### src/rtl/integ_dump_tdm.sv
// Time-multiplexed integrate-and-dump: one accumulator and one sample counter per channel.
// Optional saturating arithmetic with a sticky per-channel clip flag: define INTEG_SAT_EN.
module integ_dump_tdm #(
  parameter int WIN  = 16,
  parameter int WG   = 22,
  parameter int NCH  = 4,
  parameter int CNTW = 16,
  localparam int CHW  = (NCH > 1) ? $clog2(NCH) : 1,
  localparam int WACC = WIN + WG
) (
  input  logic            clk,
  input  logic            rst,
  input  logic            val_in,
  input  logic [CHW-1:0]  ch_in,
  input  logic [WIN-1:0]  data_in,
  input  logic [CNTW-1:0] dump_len,
  input  logic            clr,
  output logic            val_out,
  output logic [CHW-1:0]  ch_out,
  output logic [WACC-1:0] data_out,
  output logic            sat_out
);

  logic [WACC-1:0] acc [NCH];
  logic [CNTW-1:0] cnt [NCH];

  logic            ch_ok;
  logic            take;
  logic [WACC-1:0] acc_sel;
  logic [CNTW-1:0] cnt_sel;
  logic [CNTW-1:0] len_m1;
  logic            dump;
  logic [WACC-1:0] data_ext;
  logic [WACC-1:0] sum;

  // Out-of-range channel indices only exist when NCH is not a power of two.
  generate
    if (NCH == (1 << CHW)) begin : g_full
      assign ch_ok = 1'b1;
    end else begin : g_part
      assign ch_ok = (32'(ch_in) < 32'(NCH));
    end
  endgenerate

  assign take     = val_in & ~clr & ch_ok;
  assign data_ext = {{WG{data_in[WIN-1]}}, data_in};
  assign len_m1   = (dump_len == '0) ? '0 : dump_len - CNTW'(1);
  assign dump     = (cnt_sel >= len_m1);

  // Select the addressed channel's state for the shared adder.
  always_comb begin
    acc_sel = '0;
    cnt_sel = '0;
    for (int c = 0; c < NCH; c++) begin
      if (ch_in == CHW'(c)) begin
        acc_sel = acc[c];
        cnt_sel = cnt[c];
      end
    end
  end

`ifdef INTEG_SAT_EN
  logic            sat_f [NCH];
  logic            sat_sel;
  logic [WACC:0]   wide;
  logic            clip;
  logic            sat_r;

  // Pick the sticky flag of the addressed channel.
  always_comb begin
    sat_sel = 1'b0;
    for (int c = 0; c < NCH; c++) begin
      if (ch_in == CHW'(c)) sat_sel = sat_f[c];
    end
  end

  // Add one bit wider, then clip back onto the signed rails.
  always_comb begin
    wide = {acc_sel[WACC-1], acc_sel} + {data_ext[WACC-1], data_ext};
    clip = wide[WACC] ^ wide[WACC-1];
    sum  = wide[WACC-1:0];
    if (clip) begin
      sum = wide[WACC] ? {1'b1, {(WACC-1){1'b0}}}
                       : {1'b0, {(WACC-1){1'b1}}};
    end
  end

  // Sticky clip flags; a dump reports and restarts the channel's flag.
  always_ff @(posedge clk) begin
    if (rst || clr) begin
      for (int c = 0; c < NCH; c++) sat_f[c] <= 1'b0;
    end else if (take) begin
      for (int c = 0; c < NCH; c++) begin
        if (ch_in == CHW'(c)) sat_f[c] <= dump ? 1'b0 : (sat_sel | clip);
      end
    end
  end

  // Registered clip report, held between dumps.
  always_ff @(posedge clk) begin
    if (rst) begin
      sat_r <= 1'b0;
    end else if (take && dump) begin
      sat_r <= sat_sel | clip;
    end
  end

  assign sat_out = sat_r;
`else
  // Plain modulo-2^WACC accumulation.
  always_comb begin
    sum = acc_sel + data_ext;
  end

  assign sat_out = 1'b0;
`endif

  // Per-channel accumulators and counters; clr and rst drop every partial sum.
  always_ff @(posedge clk) begin
    if (rst || clr) begin
      for (int c = 0; c < NCH; c++) begin
        acc[c] <= '0;
        cnt[c] <= '0;
      end
    end else if (take) begin
      for (int c = 0; c < NCH; c++) begin
        if (ch_in == CHW'(c)) begin
          if (dump) begin
            acc[c] <= '0;
            cnt[c] <= '0;
          end else begin
            acc[c] <= sum;
            cnt[c] <= cnt[c] + CNTW'(1);
          end
        end
      end
    end
  end

  // Dump result register: one-cycle valid pulse, payload held until next dump.
  always_ff @(posedge clk) begin
    if (rst) begin
      val_out  <= 1'b0;
      ch_out   <= '0;
      data_out <= '0;
    end else begin
      val_out <= take & dump;
      if (take && dump) begin
        ch_out   <= ch_in;
        data_out <= sum;
      end
    end
  end

endmodule

### config.mk
export PLATFORM = sky130hd
export DESIGN_NAME = integ_dump_tdm
export DESIGN_NICKNAME = d
export VERILOG_FILES = /design/src/rtl/integ_dump_tdm.sv
export SDC_FILE = /design/constraint.sdc
export NUM_CORES = 1
export LEC_CHECK = 0
export ABC_AREA = 1
export BUFFER_PORTS_ARGS = -buffer_cell sky130_fd_sc_hd__buf_2
export CAP_MARGIN = 15
export CORE_UTILIZATION = 62
export CTS_CLUSTER_DIAMETER = 40
export DETAILED_ROUTE_END_ITERATION = 12
export PLACE_DENSITY = 0.81
export SLEW_MARGIN = 20
export SYNTH_ARGS = -nofsm -noshare
export SYNTH_HDL_FRONTEND = slang
export SYNTH_SLANG_ARGS = --single-unit
### constraint.sdc
create_clock -name clk -period 3.4 [get_ports clk]
set_clock_uncertainty 0.1 [all_clocks]
set_input_delay 0.17 -clock clk [delete_from_list [all_inputs] [get_ports clk]]
set_output_delay 0.17 -clock clk [all_outputs]
set_load 0.05 [all_outputs]
==> results.tsv <==
stage	metric	value	unit
status	status	completed	
worst_setup_path	cp_cell_sequence	a221oi_1 -> nand2_1 -> o21ai_0 -> inv_1 -> ha_1 -> nand2_1 -> nor2_1 -> nand3_1 -> nand3_1 -> nand3_1 -> nand3_1 -> nand2_1 -> inv_1 -> nor2_1	
yosys	yosysWarnings	0	
floorplan	start_util	62.9	%
yosys	yosysSeqAreaShare	47.9	%
floorplan	die_h	159	um
flow_run	max_cap_violations	0	
floorplan	core_area	24200	um2
layout	drive_gt1_share	13.7	%
yosys	syn_avg_cell_area	7.94	um2
clock_network	cts_setup_buffers	0	
timing	hold_violations	0	
grt	antenna_found_initial	0	
yosys	synth-seq-cells	257	
worst_setup_path	crit_path_end_kind	flop	
worst_setup_path	crit_path_frequent_cell	nand3_1	
layout	antenna_cells	0	
clock_network	clkSlewWorstSetupHoldPaths	50	ps
clock_network	htree_levels	2	
detailed_routing	vias	13762	
worst_setup_path	crit_arrival	3360	ps
yosys	synth_cell_types	49	
worst_setup_path	start_kind	flop	
worst_setup_path	critical_path_required	3570	ps
yosys	netlist_instances	1921	
power	p_leak	8.44	nW
min_path	hp-start	ch_in[0]	
timing	period_share	94.0	%
grt	grt_max_degree	55	
layout	nets	2193	
power	ir_worst_vdd	415	uV
detailed_routing	final_antenna_net_count	0	
worst_setup_path	crit_slowest_cell	edfxtp_1	
timing	hold_ws	67.9	ps
worst_setup_path	cp.buffers_inverters	2	
worst_setup_path	r2r-start	acc[2][7]	
clock_network	cts_sinks	257	
detailed_routing	routed_wl	43300	um
min_path	hp-class	in -> reg	
clock_network	cts_buffers	38	
yosys	synthFlopType	edfxtp_1	
yosys	async_flop_share	0	%
clock_network	cts_max_path_buffers	3	
timing	finalWorstPathRequiredPeriod	3190	ps
yosys	ys_top_cells_by_area	edfxtp_1 43%, nand2_1 11%, nor2_1 8.4%	
worst_setup_path	endpoint	acc[0][25]	
floorplan	boundaryPins	80	
layout	fill_cells	1824	
worst_setup_path	critical_path_class	reg -> reg	
floorplan	fp-row-count	57	
detailed_routing	wl_per_cell	17.7	um
grt	grt_pass1_vias	13332	
yosys	syn_nets	2019	
placed_design	place.gp.congestion	1.01	
detailed_routing	first_iter_violations	1600	
layout	post-route-util	74.7	%
power	power_density	522	nW/um2
timing	setup_viol	0	
worst_setup_path	r2r_cells	14	
grt	grt_usage	34.4	%
detailed_routing	drcViolationCount	0	
worst_setup_path	cp_max_fo	4	
worst_setup_path	critPathTopFamily	simple AND/OR/NAND/NOR gates	
placed_design	hpwlAfterDp	30400	um
grt	overflow	0	
timing	drv_slew	0	
worst_setup_path	critPathLaunch	acc[2][7]	
worst_setup_path	crit_cells	14	
layout	area_delta_synth_final	18.7	%
worst_setup_path	rrSetupSlack	210	ps
clock_network	cts_tree	built	
clock_network	worstSkewPairLatency	530	ps
grt	grt_pass1_wl	68700	um
yosys	synth_edf_count	216	
placed_design	io_buffers	78	
detailed_routing	via_per_inst	5.62	
timing	fmax	0.313	GHz
floorplan	die_area	25200	um2
timing	rsz0062_at_grt	false	
clock_network	clockRootBuffer	clkbuf_16	
timing	slew-limit-headroom	44.4	%
yosys	netlist.area_leader.share	42.5	%
worst_setup_path	cpPeakStageDelay	350	ps
yosys	synthesis.area	15300	um2
floorplan	fp.dieW	159	um
yosys	yosysTopAreaCell	edfxtp_1	
timing	worst_slew_pin_slew	833	ps
worst_setup_path	r2r_end	acc[0][25]	
detailed_routing	first_pass_iters	6	
-- cell usage in the layout, fill, tap and decap left out, types with 4 or more instances in the layout --
master / count
nand3_1: 73
a21oi_1: 91
nand2_2: 9
xnor2_1: 10
o22ai_1: 28
buf_2: 78
buf_4: 98
inv_1: 265
xor2_1: 40
inv_6: 4
nor3_1: 30
inv_2: 4
or2_2: 8
edfxtp_1: 216
o21bai_1: 6
clkinvlp_4: 6
a221oi_1: 11
o221ai_1: 4
nor3b_1: 4
dfxtp_1: 41
and2_1: 6
clkbuf_1: 7
nor2_1: 340
bufinv_16: 4
clkinv_1: 7
buf_12: 14
ha_1: 59
nand4_1: 20
clkbuf_16: 39
o211ai_1: 5
nand2_1: 449
o21ai_0: 101
nor2_2: 7
-- how the worst min path moves through the flow --
| stage | to | cells after the start | slack [ps] |
|---|---|---|---|
| 6_report | ch_out[0] | 4 | 70 |
| 5_1_grt | ch_out[0] | 4 | 90 |
| 4_1_cts | ch_out[0] | 4 | 70 |
| 3_5_place_dp | data_out[16] | 2 | 350 |
| 3_3_place_gp | data_out[5] | 2 | 350 |
| 2_1_floorplan | data_out[0] | 3 | 370 |
-- routing by layer --
| layer | GRT usage (%) | vias to the layer above | wire length, um |
|---|---|---|---|
| met2 | 58.1 | 630 | 20900 |
| met5 | 0 | - | 0 |
| met3 | 4.99 | 108 | 3450 |
| met4 | 14.8 | 0 | 1750 |
| li1 | - | 6639 | - |
| met1 | 44.3 | 6385 | 17200 |
-- flip-flops by register name, summed over array words and instances (netlist names) --
register  cells
ch_out        2
data_out     38
acc         152
cnt          64
val_out       1
-- kinds of logic (layout without fill, tap and decap cells) --
| kind of cell | after synthesis | after routing | synth area share, % |
|---|---|---|---|
| buffers and inverters | 329 | 533 | 8.63 |
| adder cells (fa/ha/maj) | 60 | 60 | 4.97 |
| other | 1 | 1 | 0.0246 |
| flip-flops | 257 | 257 | 47.9 |
| AND/OR/NAND/NOR | 963 | 963 | 26.0 |
| XOR/XNOR | 51 | 51 | 2.93 |
| AO/OA/AOI/OAI | 260 | 260 | 9.50 |
-- timing repair --
action,in CTS,in global routing
hold buffers,2,0
setup endpoints to repair,0,61
endpoints found under the hold margin,11,0
gates resized for setup,0,6
-- stage by stage --
stage / setup slack, ps / area [um2] / cells / power (W) / TNS [ps]
finish: 205 / 18100 / 2449 / 0.00945 / 0
global route: 5.66 / 18100 / 2449 / 0.00979 / 0
CTS: 71.1 / 18100 / 2449 / 0.00943 / 0
detailed placement: -57.0 / 16800 / 2377 / 0.00552 / -1560
global placement: 28.1 / 16800 / 2377 / 0.00547 / 0
floorplan: 496 / 15300 / 1921 / 0.00480 / 0
-- worst register-to-register path: cells and delay by family (launching register included) --
family                   cells  cell delay (ps)
AO/OA/AOI/OAI                2              380
adder cells (fa/ha/maj)      1              350
buffers and inverters        2              270
flip-flops                   1              350
AND/OR/NAND/NOR              9             1470
-- final cells by class --
cell class | count | area (um2) | share of cell area [%]
clock buffer | 47 | 1020 | 5.61
sequential | 257 | 7310 | 40.4
tap | 324 | 405 | 2.24
multi-input combinational | 1335 | 6680 | 36.9
clock inverter | 23 | 258 | 1.42
timing repair buffer | 192 | 1430 | 7.88
inverter | 271 | 1020 | 5.62
-- power by group --
group          total (W)  internal, W  switching (W)
logic            0.00186     0.000616        0.00124
clock network    0.00393      0.00245        0.00147
registers        0.00367      0.00358      0.0000862
-- synthesized netlist by cell type (2+ instances only) --
master	instances
clkinv_1	2
o21ai_0	102
nor4_4	2
buf_4	5
buf_1	2
o221ai_1	4
inv_2	4
nor3_1	30
a31oi_1	2
nor4_1	3
nand2_2	3
o21bai_1	6
or2_2	8
a221oi_1	11
buf_2	26
clkbuf_1	21
o21ai_1	2
and2_1	6
inv_1	265
nor2_4	2
nor2_2	7
buf_6	4
ha_1	59
xnor2_1	10
o211ai_1	5
nor3b_1	4
nor2_1	340
xor2_1	41
nand2_1	455
nand3_1	75
edfxtp_1	216
o2111ai_1	3
nor3_2	3
a21oi_1	92
dfxtp_1	41
nand4_1	20
o22ai_1	28
Power figures use the tool's default switching activity.
